File: src/rtl/pipe_pkg.sv
// Shared pipeline encodings for the 5-stage MIPS core.
//   Tuse: how early the ID instruction needs an operand.
//   Tnew: how many cycles until a producer's result can be forwarded.
//   MULT_LAT_DEF / DIV_LAT_DEF: default multiply/divide unit busy latencies.
package pipe_pkg;

    localparam logic [1:0] TUSE_ID      = 2'd0;  // consumed in ID (beq/jr)
    localparam logic [1:0] TUSE_EX      = 2'd1;  // consumed in EX
    localparam logic [1:0] TUSE_NONE    = 2'd3;  // operand not read

    localparam logic [1:0] TNEW_LOAD_EX = 2'd2;  // load sitting in EX
    localparam logic [1:0] TNEW_ALU_EX  = 2'd1;  // ALU op sitting in EX

    localparam int MULT_LAT_DEF = 5;
    localparam int DIV_LAT_DEF  = 10;

endpackage

File: src/rtl/md_busy_tracker.sv
// Busy tracker for the shared multiply/divide unit.
// Loads the operation latency on an issue and counts down to zero.
//   clk, rst_n : core clock, asynchronous active-low reset
//   start      : issue pulse, sampled on the rising edge
//   is_div     : issued op is a divide (selects DIV_LAT over MULT_LAT)
//   busy       : counter nonzero
module md_busy_tracker #(
    parameter int MULT_LAT = 5,
    parameter int DIV_LAT  = 10,
    parameter int CNT_W    = 4
) (
    input  logic clk,
    input  logic rst_n,
    input  logic start,
    input  logic is_div,
    output logic busy
);

    logic [CNT_W-1:0] count_reg;
    logic [CNT_W-1:0] count_next;

    // An issue never lands on a nonzero count (the stall logic holds new
    // mult/div back while busy), so the load simply overrides the decrement.
    always_comb begin
        count_next = count_reg;
        if (start) begin
            count_next = is_div ? CNT_W'(DIV_LAT) : CNT_W'(MULT_LAT);
        end else if (count_reg != '0) begin
            count_next = count_reg - CNT_W'(1);
        end
    end

    always_ff @(posedge clk or negedge rst_n) begin
        if (!rst_n) begin
            count_reg <= '0;
        end else begin
            count_reg <= count_next;
        end
    end

    // Derived straight from the register so reset drops busy at once.
    assign busy = (count_reg != '0);

endmodule

File: src/rtl/hazard_ctrl.sv
// Pipeline hazard controller: stalls PC and IF/ID and bubbles ID/EX when
// forwarding cannot cover a dependency (Tuse < Tnew) or when the shared
// multiply/divide unit is busy. Issues MDU start pulses and keeps a
// saturating count of stall cycles.
//   Inputs : ID source registers and Tuse, EX/MEM destination info and Tnew,
//            ID mult/div and HI/LO-access flags.
//   Outputs: pc_en, ifid_en, idex_flush, md_start, md_busy, stall_cnt.
module hazard_ctrl
    import pipe_pkg::*;
#(
    parameter int MULT_LAT = MULT_LAT_DEF,
    parameter int DIV_LAT  = DIV_LAT_DEF,
    parameter int CNT_W    = 4,
    parameter int PERF_W   = 32
) (
    input  logic              clk,
    input  logic              rst_n,
    input  logic [4:0]        rs_id,
    input  logic [4:0]        rt_id,
    input  logic [1:0]        tuse_rs_id,
    input  logic [1:0]        tuse_rt_id,
    input  logic              regwrite_ex,
    input  logic [4:0]        a3_ex,
    input  logic [1:0]        tnew_ex,
    input  logic              regwrite_mem,
    input  logic [4:0]        a3_mem,
    input  logic              memtoreg_mem,
    input  logic              md_op_id,
    input  logic              md_div_id,
    input  logic              md_use_id,
    output logic              pc_en,
    output logic              ifid_en,
    output logic              idex_flush,
    output logic              md_start,
    output logic              md_busy,
    output logic [PERF_W-1:0] stall_cnt
);

    logic [4:0]        src  [2];
    logic [1:0]        tuse [2];
    logic [1:0]        src_stall;
    logic              stall_md;
    logic              stall;
    logic [PERF_W-1:0] stall_cnt_reg;

    assign src[0]  = rs_id;
    assign src[1]  = rt_id;
    assign tuse[0] = tuse_rs_id;
    assign tuse[1] = tuse_rt_id;

    // A load in MEM still has Tnew 1, so only ID-stage consumers wait on it.
    // $0 is hardwired and never creates a dependency.
    for (genvar gi = 0; gi < 2; gi++) begin : g_src
        assign src_stall[gi] = (src[gi] != 5'd0) && (tuse[gi] != TUSE_NONE) &&
            ((regwrite_ex && (a3_ex == src[gi]) && (tuse[gi] < tnew_ex)) ||
             (regwrite_mem && memtoreg_mem && (a3_mem == src[gi]) &&
              (tuse[gi] < TUSE_EX)));
    end

    assign stall_md = (md_op_id || md_use_id) && md_busy;

    // Held low during reset so the front end runs freely while rst_n is low.
    assign stall = rst_n && ((|src_stall) || stall_md);

    assign pc_en      = ~stall;
    assign ifid_en    = ~stall;
    assign idex_flush = stall;
    assign md_start   = rst_n && md_op_id && ~stall;

    md_busy_tracker #(
        .MULT_LAT (MULT_LAT),
        .DIV_LAT  (DIV_LAT),
        .CNT_W    (CNT_W)
    ) u_md_busy (
        .clk    (clk),
        .rst_n  (rst_n),
        .start  (md_start),
        .is_div (md_div_id),
        .busy   (md_busy)
    );

    // Saturating perf counter: pins at all-ones instead of wrapping.
    always_ff @(posedge clk or negedge rst_n) begin
        if (!rst_n) begin
            stall_cnt_reg <= '0;
        end else if (stall && (stall_cnt_reg != {PERF_W{1'b1}})) begin
            stall_cnt_reg <= stall_cnt_reg + PERF_W'(1);
        end
    end

    assign stall_cnt = stall_cnt_reg;

endmodule

File: config.mk
export PLATFORM = sky130hd
export DESIGN_NAME = hazard_ctrl
export DESIGN_NICKNAME = d
export VERILOG_FILES = /design/src/rtl/pipe_pkg.sv /design/src/rtl/md_busy_tracker.sv /design/src/rtl/hazard_ctrl.sv
export SDC_FILE = /design/constraint.sdc
export NUM_CORES = 1
export LEC_CHECK = 0
export ABC_AREA = 1
export ABC_CLOCK_PERIOD_IN_PS = 2900
export CELL_PAD_IN_SITES_DETAIL_PLACEMENT = 1
export CELL_PAD_IN_SITES_GLOBAL_PLACEMENT = 2
export CORE_UTILIZATION = 29
export CTS_BUF_LIST = sky130_fd_sc_hd__clkbuf_4
export DETAILED_ROUTE_END_ITERATION = 6
export GPL_TIMING_DRIVEN = 0
export PLACE_DENSITY_LB_ADDON = 0.1
export SLEW_MARGIN = 20
export SYNTH_ARGS = -nofsm -noshare
export SYNTH_HDL_FRONTEND = slang
export SYNTH_SLANG_ARGS = --single-unit
File: constraint.sdc
create_clock -name clk -period 2.9 [get_ports clk]
set_clock_uncertainty 0.05 [all_clocks]
set_input_delay 0.435 -clock clk [delete_from_list [all_inputs] [get_ports clk]]
set_output_delay 0.435 -clock clk [all_outputs]
set_load 0.02 [all_outputs]
# Word level (Yosys, flattened, before mapping)
# Cells that the tools add are included.
[word_totals]
input_bits = 34
ff_bits = 36
[op_classes]
eq_ne = 7
n_bitwise = 1
mux = 3
n_lt_le_gt_ge = 4
n_reduce_logical = 27
n_addsub = 2
[ops]
columns = ["cell", "n"]
rows = [
  ["32-bit by 1-bit adder with 32-bit output (second input constant)", 1],
  ["32-bit inequality test (second input constant)", 1],
  ["5-bit equality test", 4],
  ["1-bit logical AND", 18],
  ["4-bit 2-to-1 mux", 3],
  ["5-bit nonzero test", 2],
  ["1-bit logical OR", 4],
  ["2-bit by 1-bit < comparator with 1-bit output (second input constant)", 2],
  ["2-bit < comparator", 2],
  ["2-bit inequality test (second input constant)", 2],
  ["4-bit nonzero test", 1],
  ["4-bit by 1-bit subtractor with 4-bit output (second input constant)", 1],
  ["2-bit nonzero test", 1],
  ["2-bit OR reduction", 1],
  ["1-bit NOT", 1],
]

# Longest topological paths before layout
# Gate-level depths: netlist of the first run.
[logic_depth]
depth_word = 11
depth_mapped = 17

# Cells and area by module
# Synthesis of the first run repeated with hierarchy kept, for this count alone.
[unflattened]
cells_unflattened = 487
area_unflattened_um2 = 3046.7
[modules_own_cells]
columns = ["module", "n_inst", "area_per_inst_um2", "cells_each"]
rows = [
  ["hazard_ctrl", 1, 2800.2, 456],
  ["md_busy_tracker", 1, 246.5, 31],
]

# Worst setup path after synthesis of the first run
# No wires, ideal clock.
[synth_timing]
path_type = "input to output"
start = "in tnew_ex[1]"
end = "out idex_flush"
path_slack_ns = 0.785
cell_stages = 11
required_ns = 2.415
t_arrival_ns = 1.630
path_cell_list = "inv_1 > ha_1 > a21boi_0 > nor2_1 > nand3_1 > nand2_1 > nand2_1 > nand3_1 > nand2_2 > inv_4 > buf_4"
[synth_via]
elab_chain_cells = 7
elab_cells_between_ends = 11
classes_between = "2 x order compare; 9 x reduce/logical"
[synth_lines]
columns = ["element", "line", "rtl"]
rows = [
  ["start, declared", "hazard_ctrl.sv:24", "input logic [1:0] tnew_ex,"],
  ["2-bit < comparator", "hazard_ctrl.sv:55", "((regwrite_ex && (a3_ex == src[gi]) && (tuse[gi] < tnew_ex)) ||"],
  ["1-bit logical AND", "hazard_ctrl.sv:55", ""],
  ["1-bit logical OR", "hazard_ctrl.sv:55", ""],
  ["1-bit logical AND", "hazard_ctrl.sv:54", "assign src_stall[gi] = (src[gi] != 5'd0) && (tuse[gi] != TUSE_NONE) &&"],
  ["2-bit OR reduction (*)", "hazard_ctrl.sv:63", "assign stall = rst_n && ((|src_stall) || stall_md);"],
  ["1-bit logical OR (*)", "hazard_ctrl.sv:63", ""],
  ["1-bit logical AND (*)", "hazard_ctrl.sv:63", ""],
  ["end, declared", "hazard_ctrl.sv:33", "output logic idex_flush,"],
]
# Every way passes the cells marked *; elsewhere a longest branch is shown, timed or not.

# Final worst setup path of the first run
# Ends and elaborated chain as after synthesis.

==> results.json, run 1 <==
{
  "nNetsFinal": 559,
  "postPlaceCellArea_um2": 3760,
  "dp_hpwl_um": 7880,
  "worst_pin_slew_ps": 525,
  "hold_viol": 9,
  "min_period_ps": 2790,
  "cts.sinks": 36,
  "start_kind": "input pin",
  "antenna_found_initial": 0,
  "violations": "negative hold slack",
  "portBuffers": 70,
  "rrSetupSlack_ps": 780,
  "die_h_um": 102,
  "fmax_mhz": 359,
  "num_rows": 35,
  "grt_pass1_vias": 2943,
  "core_um2": 9420,
  "cp.arrival_ps": 2300,
  "synth_seq_area_share_pct": 31.3,
  "wirelength_um": 9500,
  "route.detailed.wl_per_inst_um": 14.6,
  "reg2reg_from": "u_md_busy.count_reg[0]",
  "setup_violations": 0,
  "rr_worst_depth": 12,
  "end_kind": "primary output",
  "post-route-util_pct": 41.0,
  "ys_ff_latch": 36,
  "ant_nets": 0,
  "syn_to_final_growth_pct": 34.1,
  "maxCapViolations": 0,
  "drt_iter0_drc": 103,
  "grt_max_degree": 21,
  "grt_usage_pct": 19.3,
  "report.final.slew_viol_count": 0,
  "clk_latency_ps": 340,
  "synth_fp_nets": 477,
  "cts_made_buffers": 5,
  "reg2reg_to": "stall_cnt[26]",
  "syn_inst": 438,
  "place.gp.congestion": 0.876,
  "antennaDiodeCount": 0,
  "outcome": "finished, violations left",
  "path_max_fanout": 10,
  "yosysWarnings": 0,
  "grt_pass1_wl_um": 15400,
  "cts_root_buffer": "clkbuf_4",
  "clk_pin_slew_ps": 130,
  "synthesis.area_um2": 2880,
  "largest_reg_flops": 32,
  "hold_slack_ps": -11.6,
  "rsz0062_at_grt": "true",
  "die_area_um2": 10300,
  "grt_overflow": 0,
  "firstDrtPassIters": 4,
  "vias": 3006,
  "start_util_pct": 30.6,
  "drive_gt1_share_pct": 8.25,
  "critical_path_class": "in2out",
  "relSlewSlack_pct": 64.8,
  "drc": 0,
  "power_density_nw_per_um2": 428,
  "worst_ir_drop_vdd_mv": 0.224,
  "worstPathRequired_ps": 2410,
  "cts_tree": "yes",
  "drt-vias-per-instance": 4.62,
  "ys_types": 29,
  "min_path_type": "in2async",
  "power_uw": 1650,
  "ios": 71,
  "cts_max_level": 2,
  "power.leakage_uw": 0.00190,
  "syn_area_per_cell_um2": 6.57,
  "period_share_pct": 96.1,
  "cts_buffer_depth": 2,
  "die_width_um": 102,
  "hold_buffers": 0,
  "fin_area_um2": 3860
}
[placed cells by master (no fill, tap or decap), drive strengths merged, types with 11 or more instances in the layout]
cell	count
clkdlybuf4s50	65
nor3	17
nor2	45
xor2	23
dfrtp	36
inv	48
xnor2	12
buf	18
nand4	11
nand3	49
nand2	166
[worst max-delay path by stage]
| stage | from | end | slack (ps) | cells after the start |
|---|---|---|---|---|
| 6_report | tnew_ex[1] | idex_flush | 110 | 13 |
| 5_1_grt | tnew_ex[1] | idex_flush | -20 | 13 |
| 4_1_cts | tnew_ex[1] | md_start | 10 | 11 |
| 3_5_place_dp | tnew_ex[1] | idex_flush | -440 | 13 |
| 3_3_place_gp | rst_n | idex_flush | -1110 | 5 |
| 2_1_floorplan | tnew_ex[1] | idex_flush | 790 | 11 |
[cell families (layout without fill, tap and decap cells)]
group / Yosys count / in the layout / share of synthesized area, %
AND/OR/NAND/NOR: 291 / 291 / 43.9
adder cells (fa/ha/maj): 5 / 5 / 2.17
AO/OA/AOI/OAI: 11 / 11 / 2.17
XOR/XNOR: 35 / 35 / 10.7
buffers and inverters: 60 / 143 / 9.78
flip-flops: 36 / 36 / 31.3
[cells in the mapped netlist, drive strengths merged]
master	instances	area share, %
a21boi	2	0.52
a21oi	2	0.35
buf	11	3.3
dfrtp	36	31
ha	5	2.2
inv	49	6.5
nand2	166	22
nand3	49	8.9
nand3b	1	0.26
nand4	11	2.6
nor2	45	6.1
nor3	17	3.5
nor4	2	0.43
o211ai	1	0.26
o21ai	6	1.0
xnor2	12	3.7
xor2	23	7.0
[final cells by class]
type | count | area, um^2
buffer | 11 | 98.8
clock buffer | 5 | 37.5
clock inverter | 3 | 37.5
fill | 1227 | 5560
inverter | 49 | 189
multi-input combinational | 342 | 1700
sequential | 36 | 901
tap | 129 | 161
timing repair buffer | 75 | 739
[per-stage QoR]
stage | instances | setup WS, ps | setup TNS (ps)
2_1_floorplan | 438 | 785 | 0
3_3_place_gp | 637 | -1110 | -14950
3_5_place_dp | 638 | -438 | -1110
4_1_cts | 646 | 12.0 | 0
5_1_grt | 650 | -18.3 | -18.3
6_report | 650 | 112 | 0
[where the power goes]
group / internal, uW / switching (uW)
clock network: 176 / 184
registers: 564 / 69.0
logic: 288 / 370
total: 1030 / 623
[worst max-delay path, cell delays in order]
cell,delay [ps]
clkdlybuf4s50_1,460
inv_1,60
ha_1,270
a21boi_1,160
nor2_1,60
nand3_1,80
nand2_1,80
nand2_1,90
nand3_1,90
nand2_2,130
clkinv_4,80
buf_6,140
buf_4,150
[routing by layer]
layer  vias up  global-route usage, %  share of wire (%)
li1       1539                      -                  -
met1      1420                   29.7                 54
met2        45                   29.1                 43
met3         2                   2.69                3.0
met4         0                   2.01               0.25
met5         -                      0                  0
[timing repair]
action | in CTS | in global routing
endpoints found under the setup margin | 4 | 3
pin swaps | 0 | 1
setup buffers | 0 | 4
resized for setup | 9 | 8
(Power assumes the default switching activity.)
==> run 2, diff against run 1 <==
- CORE_ASPECT_RATIO: unset -> 1.25
- SETUP_SLACK_MARGIN: unset -> 0.2
==> run 2 against run 1 <==
  * The run still ends with negative hold slack left
  * First-iteration DRC count shrank 46%
  * Cell count decreased by 0.62%
  * Utilization decreased by 0.84 points
  * Sequential share of layout area about the same
  * Design area hardly changed
  * Flip-flop and latch count did not move
  * Die area about the same
  * Via count grew 0.57%
  * Non-clock buffer count did not move
  * Hold slack got worse by 1.8 ps
  * Wire length grew 0.34%
  * Critical endpoint unchanged
  * Largest cell class unchanged
==> results.json, run 2 (same netlist as run 1, synthesis figures left out) <==
{
  "outcome": "finished, violations left",
  "violations": "negative hold slack",
  "setup_ws_ps": 323,
  "period_share_pct": 88.9,
  "final_common_cell": "nand2_1",
  "clk_latency_ps": 350,
  "relSlewSlack_pct": 64.2,
  "clk_pin_slew_ps": 110,
  "die_area_um2": 10300,
  "ios": 71,
  "start_kind": "input pin",
  "hold_viol": 6,
  "ant_nets": 0,
  "vias": 3023,
  "largest_reg_flops": 32,
  "path_cells": "clkdlybuf4s50_1, ha_1, a21boi_1, nor2_1, nand2_1, nand2_1, nand2_2, nand3_2, nand2_4, clkinv_4, buf_8, buf_6",
  "critical_path_class": "in2out",
  "drive_gt1_share_pct": 9.42,
  "grt_max_degree": 21,
  "cts.sinks": 36,
  "power.leakage_uw": 0.00190,
  "grt_pass1_wl_um": 15700,
  "die_h_um": 113,
  "min_period_ps": 2580,
  "portBuffers": 70,
  "fmax_mhz": 388,
  "cts_made_buffers": 5,
  "end_kind": "primary output",
  "cp.buffers_inverters": 4,
  "grt_overflow": 0,
  "tns_ps": 0,
  "nNetsFinal": 559,
  "drt_iter0_drc": 56,
  "syn_to_final_growth_pct": 34.1,
  "num_rows": 40,
  "core_um2": 9610,
  "worstPathRequired_ps": 2410,
  "power_density_nw_per_um2": 402,
  "cp.arrival_ps": 2090,
  "slowest_stage": "clkdlybuf4s50_1",
  "rsz0062_at_grt": "true",
  "antennaDiodeCount": 0,
  "dp_hpwl_um": 7920,
  "die_width_um": 91.1,
  "swShare_pct": 39.5,
  "clkPwrFrac_pct": 16.6,
  "power_uw": 1550,
  "p_int_uw": 939,
  "cts_root_buffer": "clkbuf_4",
  "grt_pass1_vias": 3185,
  "place_inst": 635,
  "report.final.slew_viol_count": 0,
  "antenna_found_initial": 0,
  "cpPeakStageDelay_ps": 440,
  "cts_buffer_depth": 2,
  "setup_violations": 0,
  "place.gp.congestion": 0.823,
  "cts_max_level": 2,
  "power_frac_seq_pct": 40.8,
  "min_path_type": "in2async",
  "start_util_pct": 29.9,
  "drc": 0,
  "post-route-util_pct": 40.2,
  "fin_cells": 646,
  "p_switching_uw": 613,
  "cp_top_family": "buffers and inverters",
  "maxCapViolations": 0,
  "layout_common_cells": "nand2_1, clkdlybuf4s50_1, nand3_1, inv_1, nor2_1",
  "drt-vias-per-instance": 4.68,
  "firstDrtPassIters": 4,
  "worst_ir_drop_vdd_mv": 0.167,
  "cts_tree": "yes",
  "path_max_fanout": 3,
  "p_comb_share_pct": 42.6,
  "hold_slack_ps": -13.4,
  "route.detailed.wl_per_inst_um": 14.7,
  "wirelength_um": 9530,
  "path_common_cell": "nand2_1",
  "place_ws_ps": -535,
  "worst_pin_slew_ps": 537,
  "grt_usage_pct": 19.4
}
[run 2: worst paths after layout]
path / start / end / slack [ps] / depth (start not counted)
max: tuse_rt_id[1] / idex_flush / 320 / 12
min: rst_n / u_md_busy.count_reg[2] / -10 / 1
max reg2reg: u_md_busy.count_reg[0] / stall_cnt[29] / 860 / 12
min reg2reg: u_md_busy.count_reg[1] / u_md_busy.count_reg[1] / 470 / 2
max in group asynchronous: rst_n / stall_cnt[26] / 2300 / 2
min in group clk: u_md_busy.count_reg[1] / u_md_busy.count_reg[1] / 470 / 2
[run 2: worst reg2reg max path, delay by kind of cell (launching register included)]
family	cells	cell delay, ps
buf+inv	4	520
fa+ha+maj	1	160
compound gates	1	220
simple gates	6	630
flops	1	400
[run 2: final cells by class]
| cell class | instances | area, um^2 |
|---|---|---|
| fill | 1244 | 5750 |
| sequential | 36 | 901 |
| clock buffer | 5 | 37.5 |
| clock inverter | 2 | 7.51 |
| inverter | 49 | 189 |
| buffer | 11 | 106 |
| timing repair buffer | 75 | 743 |
| multi-input combinational | 342 | 1720 |
| tap | 126 | 158 |
[run 2: per-layer routing]
layer  track usage [%]  routed length [um]  up-vias
met5                 0                   0        -
met4              6.03                 171        0
met3              2.87                 283       10
met2              38.1                5240       53
met1              21.3                3840     1421
li1                  -                   -     1539
[run 2: timing repair]
action | in CTS | in global routing
resized for setup | 28 | 7
cloned | 0 | 0
endpoints found under the setup margin | 4 | 4
setup buffers | 3 | 1
hold endpoints to repair | 0 | 0
hold buffers | 0 | 0
pin swaps | 4 | 3
[run 2: power groups by stage]
stage          registers [uW]  logic (uW)  clock network [uW]
2_1_floorplan             664         367                   0
3_3_place_gp              642         636                   0
3_5_place_dp              645         657                   0
4_1_cts                   636         679                 273
5_1_grt                   645         740                 295
6_report                  633         662                 257
[run 2: metrics by stage]
stage	cell area [um^2]	hold WS (ps)
final	3860	-13.4
after global routing	3860	11.7
after CTS	3850	1.82
after detailed placement	3760	391
after global placement	3740	445
after floorplan	2880	89.4
